`config.mk`:
```
export PLATFORM = sky130hd
export DESIGN_NAME = fix_field_tokenizer
export DESIGN_NICKNAME = d
export VERILOG_FILES = /design/src/rtl/fix_pkg.sv /design/src/rtl/fix_checksum.sv /design/src/rtl/fix_field_tokenizer.sv
export SDC_FILE = /design/constraint.sdc
export NUM_CORES = 1
export LEC_CHECK = 0
export CORE_MARGIN = 3
export CORE_UTILIZATION = 51
export CTS_CLUSTER_DIAMETER = 80
export DETAILED_ROUTE_END_ITERATION = 8
export PLACE_DENSITY = 0.77
export SLEW_MARGIN = 20
export SYNTH_ARGS = -nofsm -noshare
export SYNTH_HDL_FRONTEND = slang
export SYNTH_SLANG_ARGS = --single-unit
```
`constraint.sdc`:
```
create_clock -name CLOCK -period 3.3 [get_ports CLOCK]
set_input_delay 0.99 -clock CLOCK [delete_from_list [all_inputs] [get_ports CLOCK]]
set_output_delay 0.99 -clock CLOCK [all_outputs]
set_load 0.03 [all_outputs]
```
`src/rtl/fix_pkg.sv`:
```
// fix_pkg: byte constants and tokenizer state encoding shared by the
// FIX field tokenizer and its optional checksum unit.
package fix_pkg;

  localparam logic [7:0] FIX_SOH = 8'h01;
  localparam logic [7:0] FIX_EQ  = 8'h3D;
  localparam logic [7:0] ASCII_0 = 8'h30;

  typedef enum logic [1:0] {
    S_TAG,
    S_VALUE,
    S_SKIP
  } fix_state_e;

  function automatic logic is_digit(input logic [7:0] b);
    return (b >= ASCII_0) && (b <= ASCII_0 + 8'd9);
  endfunction

endpackage

```
`src/rtl/fix_checksum.sv`:
```
// fix_checksum: mod-256 running message sum and tag-10 comparator.
// Sum is frozen at each SOH so the tag-10 field itself is excluded.
module fix_checksum
  import fix_pkg::*;
#(
  parameter int TAG_W = 16
) (
  input  logic             clk,
  input  logic             rst,
  input  logic             byte_ok,
  input  logic [7:0]       byte_in,
  input  logic             tag_set,
  input  logic [TAG_W-1:0] tag_nxt,
  input  logic             fwd,
  input  logic             fin,
  input  logic             fin_err,
  output logic             cksum_ok,
  output logic             cksum_bad
);

  logic [7:0] sum;
  logic [7:0] base;
  logic       is10;
  logic       fmt_bad;
  logic [1:0] ndig;
  logic [9:0] val;
  logic [3:0] d;
  logic       good;

  assign d = byte_in[3:0];

  assign good = !fin_err && !fmt_bad &&
                (ndig == 2'd3) &&
                (val == {2'b00, base});

  always_ff @(posedge clk or posedge rst) begin
    if (rst) begin
      sum       <= '0;
      base      <= '0;
      is10      <= 1'b0;
      fmt_bad   <= 1'b0;
      ndig      <= '0;
      val       <= '0;
      cksum_ok  <= 1'b0;
      cksum_bad <= 1'b0;
    end else begin
      cksum_ok  <= 1'b0;
      cksum_bad <= 1'b0;
      if (byte_ok) begin
        sum <= sum + byte_in;
        if (byte_in == FIX_SOH)
          base <= sum + byte_in;
      end
      if (tag_set) begin
        is10    <= (tag_nxt == TAG_W'(10));
        fmt_bad <= 1'b0;
        ndig    <= '0;
        val     <= '0;
      end
      if (fwd && is10) begin
        if (is_digit(byte_in) && (ndig != 2'd3)) begin
          val  <= (val << 3) + (val << 1) + 10'(d);
          ndig <= ndig + 2'd1;
        end else begin
          fmt_bad <= 1'b1;
        end
      end
      // closing SOH of tag 10 starts the next message from zero
      if (fin && is10) begin
        cksum_ok  <= good;
        cksum_bad <= !good;
        sum       <= '0;
        base      <= '0;
        is10      <= 1'b0;
      end
    end
  end

endmodule

```
`src/rtl/fix_field_tokenizer.sv`:
```
// fix_field_tokenizer: splits FIX tag=value<SOH> fields and feeds values
// to the jenkins hasher. Optional checksum unit: FIX_CHECKSUM_EN.
module fix_field_tokenizer
  import fix_pkg::*;
#(
  parameter int MAX_LEN = 12,
  parameter int TAG_W   = 16
) (
  input  logic             CLOCK,
  input  logic             RESET,
  input  logic             in_valid,
  input  logic [7:0]       in_data,
  output logic             sample,
  output logic [7:0]       value,
  output logic [TAG_W-1:0] tag,
  output logic             field_done,
  output logic [7:0]       field_len,
  output logic             field_err,
  output logic             cksum_ok,
  output logic             cksum_bad
);

  fix_state_e       st, st_n;
  logic [TAG_W-1:0] acc, acc_n, tag_n;
  logic             dig, dig_n;
  logic [7:0]       len, len_n;
  logic [7:0]       value_n, flen_n;
  logic             sample_n, done_n, ferr_n;
  logic             is_dig, is_eq, is_soh;
  logic [3:0]       dval;
  logic [TAG_W+3:0] wide;

  assign is_dig = is_digit(in_data);
  assign is_eq  = (in_data == FIX_EQ);
  assign is_soh = (in_data == FIX_SOH);
  assign dval   = 4'(in_data - ASCII_0);

  // four guard bits expose a tag that no longer fits TAG_W
  assign wide = ({4'd0, acc} << 3) +
                ({4'd0, acc} << 1) +
                (TAG_W+4)'(dval);

  always_comb begin
    st_n     = st;
    acc_n    = acc;
    dig_n    = dig;
    len_n    = len;
    tag_n    = tag;
    sample_n = 1'b0;
    value_n  = 8'h00;
    done_n   = 1'b0;
    flen_n   = 8'h00;
    ferr_n   = 1'b0;
    unique case (st)
      S_TAG: begin
        if (in_valid) begin
          unique case (1'b1)
            is_dig: begin
              if (|wide[TAG_W+3:TAG_W]) begin
                st_n = S_SKIP;
              end else begin
                acc_n = wide[TAG_W-1:0];
                dig_n = 1'b1;
              end
            end
            is_eq: begin
              if (dig) begin
                tag_n = acc;
                len_n = 8'h00;
                st_n  = S_VALUE;
              end else begin
                st_n = S_SKIP;
              end
            end
            is_soh: begin
              // malformed field ended before any '='
              done_n = 1'b1;
              ferr_n = 1'b1;
              acc_n  = '0;
              dig_n  = 1'b0;
              len_n  = 8'h00;
            end
            default: st_n = S_SKIP;
          endcase
        end
      end
      S_VALUE: begin
        if (!in_valid) begin
          st_n = S_SKIP;
        end else if (is_soh) begin
          done_n = 1'b1;
          flen_n = len;
          acc_n  = '0;
          dig_n  = 1'b0;
          len_n  = 8'h00;
          st_n   = S_TAG;
        end else if (len == 8'(MAX_LEN)) begin
          st_n = S_SKIP;
        end else begin
          sample_n = 1'b1;
          value_n  = in_data;
          len_n    = len + 8'd1;
        end
      end
      S_SKIP: begin
        if (in_valid && is_soh) begin
          done_n = 1'b1;
          flen_n = len;
          ferr_n = 1'b1;
          acc_n  = '0;
          dig_n  = 1'b0;
          len_n  = 8'h00;
          st_n   = S_TAG;
        end
      end
      default: st_n = S_TAG;
    endcase
  end

  always_ff @(posedge CLOCK or posedge RESET) begin
    if (RESET) begin
      st         <= S_TAG;
      acc        <= '0;
      dig        <= 1'b0;
      len        <= 8'h00;
      tag        <= '0;
      sample     <= 1'b0;
      value      <= 8'h00;
      field_done <= 1'b0;
      field_len  <= 8'h00;
      field_err  <= 1'b0;
    end else begin
      st         <= st_n;
      acc        <= acc_n;
      dig        <= dig_n;
      len        <= len_n;
      tag        <= tag_n;
      sample     <= sample_n;
      value      <= value_n;
      field_done <= done_n;
      field_len  <= flen_n;
      field_err  <= ferr_n;
    end
  end

`ifdef FIX_CHECKSUM_EN
  logic tset;

  assign tset = (st == S_TAG) && (st_n == S_VALUE);

  fix_checksum #(
    .TAG_W(TAG_W)
  ) u_ck (
    .clk      (CLOCK),
    .rst      (RESET),
    .byte_ok  (in_valid),
    .byte_in  (in_data),
    .tag_set  (tset),
    .tag_nxt  (tag_n),
    .fwd      (sample_n),
    .fin      (done_n),
    .fin_err  (ferr_n),
    .cksum_ok (cksum_ok),
    .cksum_bad(cksum_bad)
  );
`else
  assign cksum_ok  = 1'b0;
  assign cksum_bad = 1'b0;
`endif

endmodule
```
Word-level counts from Yosys, hierarchy flattened
Cells that the tools add are included.
{"block": "op_classes", "n_addsub": 4, "order_cmp": 2, "eq_ne": 17, "n_mux": 48, "n_reduce_logical": 10}
{"cell": "$mux W8", "n": 13}
{"cell": "$mux W16", "n": 5}
{"cell": "$pmux W16 S3", "n": 1}
{"cell": "$pmux W16 S2", "n": 1}
{"cell": "$pmux W8 S2", "n": 2}
{"cell": "$pmux W8 S3", "n": 1}
{"cell": "$add A19 B17 Y20", "n": 1}
{"cell": "$add A20 B4 Y20", "n": 1}
{"cell": "$ne A3 B3 Y1 const B", "n": 6}
{"cell": "$mux W2", "n": 7}
{"cell": "$reduce_and A7 Y1", "n": 2}
{"cell": "$mux W1", "n": 12}
{"cell": "$pmux W2 S3", "n": 2}
{"cell": "$ne A2 B2 Y1 const B", "n": 5}
{"cell": "$add A8 B1 Y8 const B", "n": 1}
{"cell": "$eq A8 B1 Y1 const B", "n": 1}
{"cell": "$eq A8 B4 Y1 const B", "n": 1}
{"cell": "$eq A8 B6 Y1 const B", "n": 1}
{"cell": "$ge A8 B6 Y1 const B", "n": 1}
{"cell": "$le A8 B6 Y1 const B", "n": 1}
{"cell": "$pmux W1 S2", "n": 3}
{"cell": "$reduce_and A5 Y1", "n": 1}
{"cell": "$ne A4 B4 Y1 const B", "n": 1}
{"cell": "$reduce_and A4 Y1", "n": 1}
{"cell": "other kinds (9)", "n": 10}
{"block": "word_totals", "reg_bits": 62, "inputBits": 11, "output_inout_bits": 37, "elab_cells": 91}

Longest topological paths before layout
{"block": "logic_depth", "depth_word": 7, "depth_mapped": 13, "ltp_nobuf": 12}

Worst setup path before layout
Ideal clock, no wire load.
{"block": "synth_timing", "path_kind": "input -> register", "start": "input in_data[3]", "end": "register acc[0]", "setup_ns": 0.120, "arrival_ns": 3.588, "required_time_ns": 3.180, "slack_ns": -0.407, "cell_stages": 12, "path_buffers": 1, "path_cell_list": "inv_1 fa_1 fa_1 nor2b_4 o31a_1 o31a_1 a211oi_2 xnor2_1 nor4_2 o21bai_2 buf_6 o2bb2ai_2"}
{"block": "synth_between", "elab_chain_len": 5, "elab_cells_between_ends": 16, "cone_classes": "add/sub: 2; order compare: 2; eq/ne: 5; mux: 3; reduce/logical: 4"}
{"item": "start: declaration", "line": "fix_field_tokenizer.sv:12", "rtl": "input logic [7:0] in_data,"}
{"item": "$sub A4 B1 Y4 (tied with other cells)", "line": "fix_field_tokenizer.sv:36", "rtl": "assign dval = 4'(in_data - ASCII_0);"}
{"item": "$add A20 B4 Y20 or $logic_and A1 B1 Y1 (tied branches)", "line": "fix_field_tokenizer.sv:40, fix_pkg.sv:16"}
{"item": "$reduce_or A4 Y1 or $pmux W16 S2 (tied branches)", "line": "fix_field_tokenizer.sv:59, fix_field_tokenizer.sv:57"}
{"item": "$ne A3 B3 Y1 (no line) or $mux W16 (tied branches)"}
{"item": "$reduce_and A7 Y1 (no line) or $pmux W16 S3 (tied branches)"}
{"item": "end signal: assignment", "line": "fix_field_tokenizer.sv:134", "rtl": "acc <= acc_n;"}
{"item": "end: declaration", "line": "fix_field_tokenizer.sv:24", "rtl": "logic [TAG_W-1:0] acc, acc_n, tag_n;"}
Parallel ways exist; a longest one is shown, timed or not. The select of a mux whose other input is x is not followed.
A chain may end at the register's enable or synchronous reset.

Worst setup path after layout
{"block": "layout_timing", "start": "input in_data[3]", "end": "register acc[13]"}
{"block": "layout_between", "elab_chain_len": 6, "elab_cells_between_ends": 17, "cone_classes": "add/sub: 2; order compare: 2; eq/ne: 5; mux: 4; reduce/logical: 4"}
{"item": "$sub A4 B1 Y4", "line": "fix_field_tokenizer.sv:36"}
{"item": "$add A20 B4 Y20", "line": "fix_field_tokenizer.sv:40", "rtl": "({4'd0, acc} << 1) +"}
{"item": "$mux W16", "line": "fix_field_tokenizer.sv:59", "rtl": "if (|wide[TAG_W+3:TAG_W]) begin"}
{"item": "$pmux W16 S2", "line": "fix_field_tokenizer.sv:57", "rtl": "unique case (1'b1)"}
{"item": "$mux W16", "line": "fix_field_tokenizer.sv:56", "rtl": "if (in_valid) begin"}
{"item": "$pmux W16 S3", "line": "fix_field_tokenizer.sv:54", "rtl": "unique case (st)"}
Parallel ways exist; a longest one is shown, timed or not. The select of a mux whose other input is x is not followed.

==> run metrics <==
Synth top area share=0.398; period utilization=1.07; WS Path Type=in2reg; CP required=~3.6 ns; Detailed Route WL=9.30 mm; Worst setup SP type=input pin; crit path cell chain=buf_8 -> inv_8 -> fa_2 -> fa_2 -> nor2b_4 -> o31a_1 -> o31a_1 -> a211oi_2 -> xnor2_1 -> buf_4 -> nor4_4 -> nand3_4 -> buf_12 -> o2bb2ai_4; clk sinks=62; CP max FO=5; I/O pin total=between 40 and 50; synth unique cells=62; initial antenna violation count=0; area post-placement=between 4000 and 5000 um2; DRT antenna net count=0; GR Layer Usage met3=0.0442; met1 Use GR=0.297; layout cells sized above 1=0.263; Synth warnings=0; pwr/cell area=a little over 400 nW/um2; Routability Congestion=0.879; most frequent cells after synthesis=dfrtp_1 (62), ha_1 (37), nor2_1 (26); starting density of the core=0.531; fmax=284 MHz; core area=7330 um2; Crit. End Element=flip-flop; post-layout min period=3.52 ns; n_diodes=0; final worst setup slack=-0.221 ns; post-synthesis async set-or-reset flop share=1.00; GR peak layer=met2; routed len/inst=16.5 um; Syn Std Cell Area=3890 um2; sequential area share after synthesis=0.398; largest net degree at the start of global routing=35; CP Buf/Inv Count=4; max-slew violation count=0; WP data arrival=3.80 ns; Yosys top cell by area=dfrtp_1; leakage=2.38 nW; drc violations=0; worst skew pair latency=0.36 ns; met2 Use GR=0.359; grt ovf=0; ys flop type=dfrtp_1; design area=5200 um2; Worst path max stage delay=0.55 ns; Root Buffer=clkbuf_8; die width=between 90 and 100 um; # port buffers=45; cell count after synthesis=370; # H-tree levels=3; post-route setup TNS=-3.46 ns; unrepaired setup endpoints after global routing=true; FF+latch count, synth=62; first-pass GRT wire length=15.4 mm; area grow syn2layout=33.6%; failing checks=negative setup slack; hold buffers post-CTS=0; final hold viol count=0; Worst Hold Class=reg2reg; HPWL Detailed=6.65 mm; Max VDD drop=around 0.24 mV; Min Hold Slack=slightly above 0.5 ns; syn_area_per_cell=10.5 um2; first-pass iteration count of the detailed router=4; std cell rows=31; via count of the routed design=3,202; max cap viols=0; die height=between 90 and 100 um; most area-consuming cells after synthesis=dfrtp_1 (40%), ha_1 (12%), mux2_2 (4.6%), o2bb2ai_2 (3.5%), o21ai_0 (2.6%); Vias/cell=around 5.7; number of synthesized flops with an enable pin=0; vias in the first global route=around 3,200; largest delay contributor family on the critical path=compound AO/OA/AOI/OAI gates; Slowest-stage cell, CP=fa_2; status=complete, but fails checks; Die Area=8720 um2; CTS Buffer Depth=2; count leader, synth=dfrtp_1; Worst Clk Skew=0.0138 ns; CTS tree=yes; GRT Util Overall=0.226; Initial DRC Count=168; number of fill cells=around 490; TritonCTS Buffers=9; Clock transition at path regs=0.07 ns; Final Setup Violations=19; fin nets=509
[flip-flops by register name (all words and copies together), names as in the netlist, 2 cells and up]
name and cells:
acc 16, len 8, field_len 8, st 2, tag 16, value 8
[timing repair]
item | CTS | global route
gates cloned | 1 | 0
endpoints found under the setup margin | 19 | 19
pin swaps | 21 | 13
resized for setup | 33 | 13
setup buffers | 6 | 0
hold endpoints to repair | 0 | 0
[layout by cell type, fill, tap and decap left out, types with 3 or more instances in the layout]
| master | count |
|---|---|
| nor3_1 | 11 |
| o31ai_1 | 4 |
| nand2b_1 | 4 |
| ha_4 | 3 |
| and2_1 | 15 |
| dfrtp_1 | 62 |
| buf_4 | 37 |
| clkbuf_8 | 9 |
| nor4_1 | 4 |
| mux2_2 | 16 |
| nand3_1 | 7 |
| clkinv_2 | 3 |
| nor2_1 | 25 |
| o2bb2ai_2 | 7 |
| xor2_1 | 8 |
| ha_1 | 33 |
| clkdlybuf4s50_1 | 42 |
| inv_1 | 16 |
| o2bb2ai_4 | 7 |
| a21o_1 | 5 |
| inv_2 | 3 |
| a21oi_1 | 10 |
| o211ai_1 | 4 |
| and3_1 | 6 |
| o21ai_0 | 19 |
| nand2_1 | 24 |
| nor2b_1 | 4 |
| buf_6 | 3 |
| xnor2_1 | 4 |
[worst register-to-register path: cells and delay by family, from the launching register on]
family	cells	cell delay, ns
fa+ha+maj	2	0.74
simple gates	5	1.01
flops	1	0.46
buf+inv	1	0.20
compound gates	3	0.88
[logic make-up (layout without fill, tap and decap cells)]
logic type | Yosys count | in the layout | synth area share
and+or+nand+nor | 117 | 117 | 0.159
AOI/OAI and AO/OA | 90 | 90 | 0.196
DFF | 62 | 62 | 0.398
adders and majority gates | 39 | 39 | 0.129
buffers and inverters | 31 | 124 | 0.0382
muxes | 18 | 18 | 0.0514
xor gates and xnor gates | 12 | 12 | 0.0270
other | 1 | 2 | 0.000963
[metal layers]
layer,share of wire,vias up
li1,-,1527
met1,0.45,1542
met2,0.47,107
met3,0.054,26
met4,0.028,0
met5,0,-
[where the power goes]
group          internal [mW]  total (mW)  leakage, nW  switching (mW)
Clock                  0.347       0.670        0.100           0.322
Sequential             0.801       0.844        0.863          0.0428
Combinational          0.294       0.651         1.42           0.357
[layout make-up]
| class | count | area [um2] | area share |
|---|---|---|---|
| multi-input cells | 278 | 2420 | 0.465 |
| inverters | 20 | 82.6 | 0.0159 |
| repair buffers | 88 | 835 | 0.160 |
| clock buffers | 10 | 128 | 0.0245 |
| clock inverters | 6 | 62.6 | 0.0120 |
| well taps | 99 | 124 | 0.0238 |
| flip-flops and latches | 62 | 1550 | 0.298 |
[worst paths after layout]
kind | slack, ns | start | cells past startpoint | endpoint
max | -0.22 | in_data[3] | 14 | acc[13]$_DFFE_PP0P_
max reg2reg | -0.04 | acc[10]$_DFFE_PP0P_ | 11 | acc[13]$_DFFE_PP0P_
min | 0.51 | tag[0]$_DFFE_PP0P_ | 1 | tag[0]$_DFFE_PP0P_
max in group asynchronous | 1.93 | RESET | 3 | acc[15]$_DFFE_PP0P_
min reg2reg | 0.51 | tag[0]$_DFFE_PP0P_ | 1 | tag[0]$_DFFE_PP0P_
min in group asynchronous | 1.05 | RESET | 3 | tag[5]$_DFFE_PP0P_
[through the flow]
| stage | util | std cells | worst slack [ns] | total power, mW |
|---|---|---|---|---|
| after floorplan | - | 371 | -0.287 | 1.26 |
| after global placement | 0.645 | 542 | -0.958 | 1.43 |
| after detailed placement | 0.645 | 542 | -1.12 | 1.44 |
| after CTS | 0.698 | 564 | -0.293 | 2.14 |
| after global routing | 0.710 | 563 | -0.345 | 2.28 |
| final | 0.710 | 563 | -0.221 | 2.16 |
No activity file was read; power rests on OpenSTA's default activity.
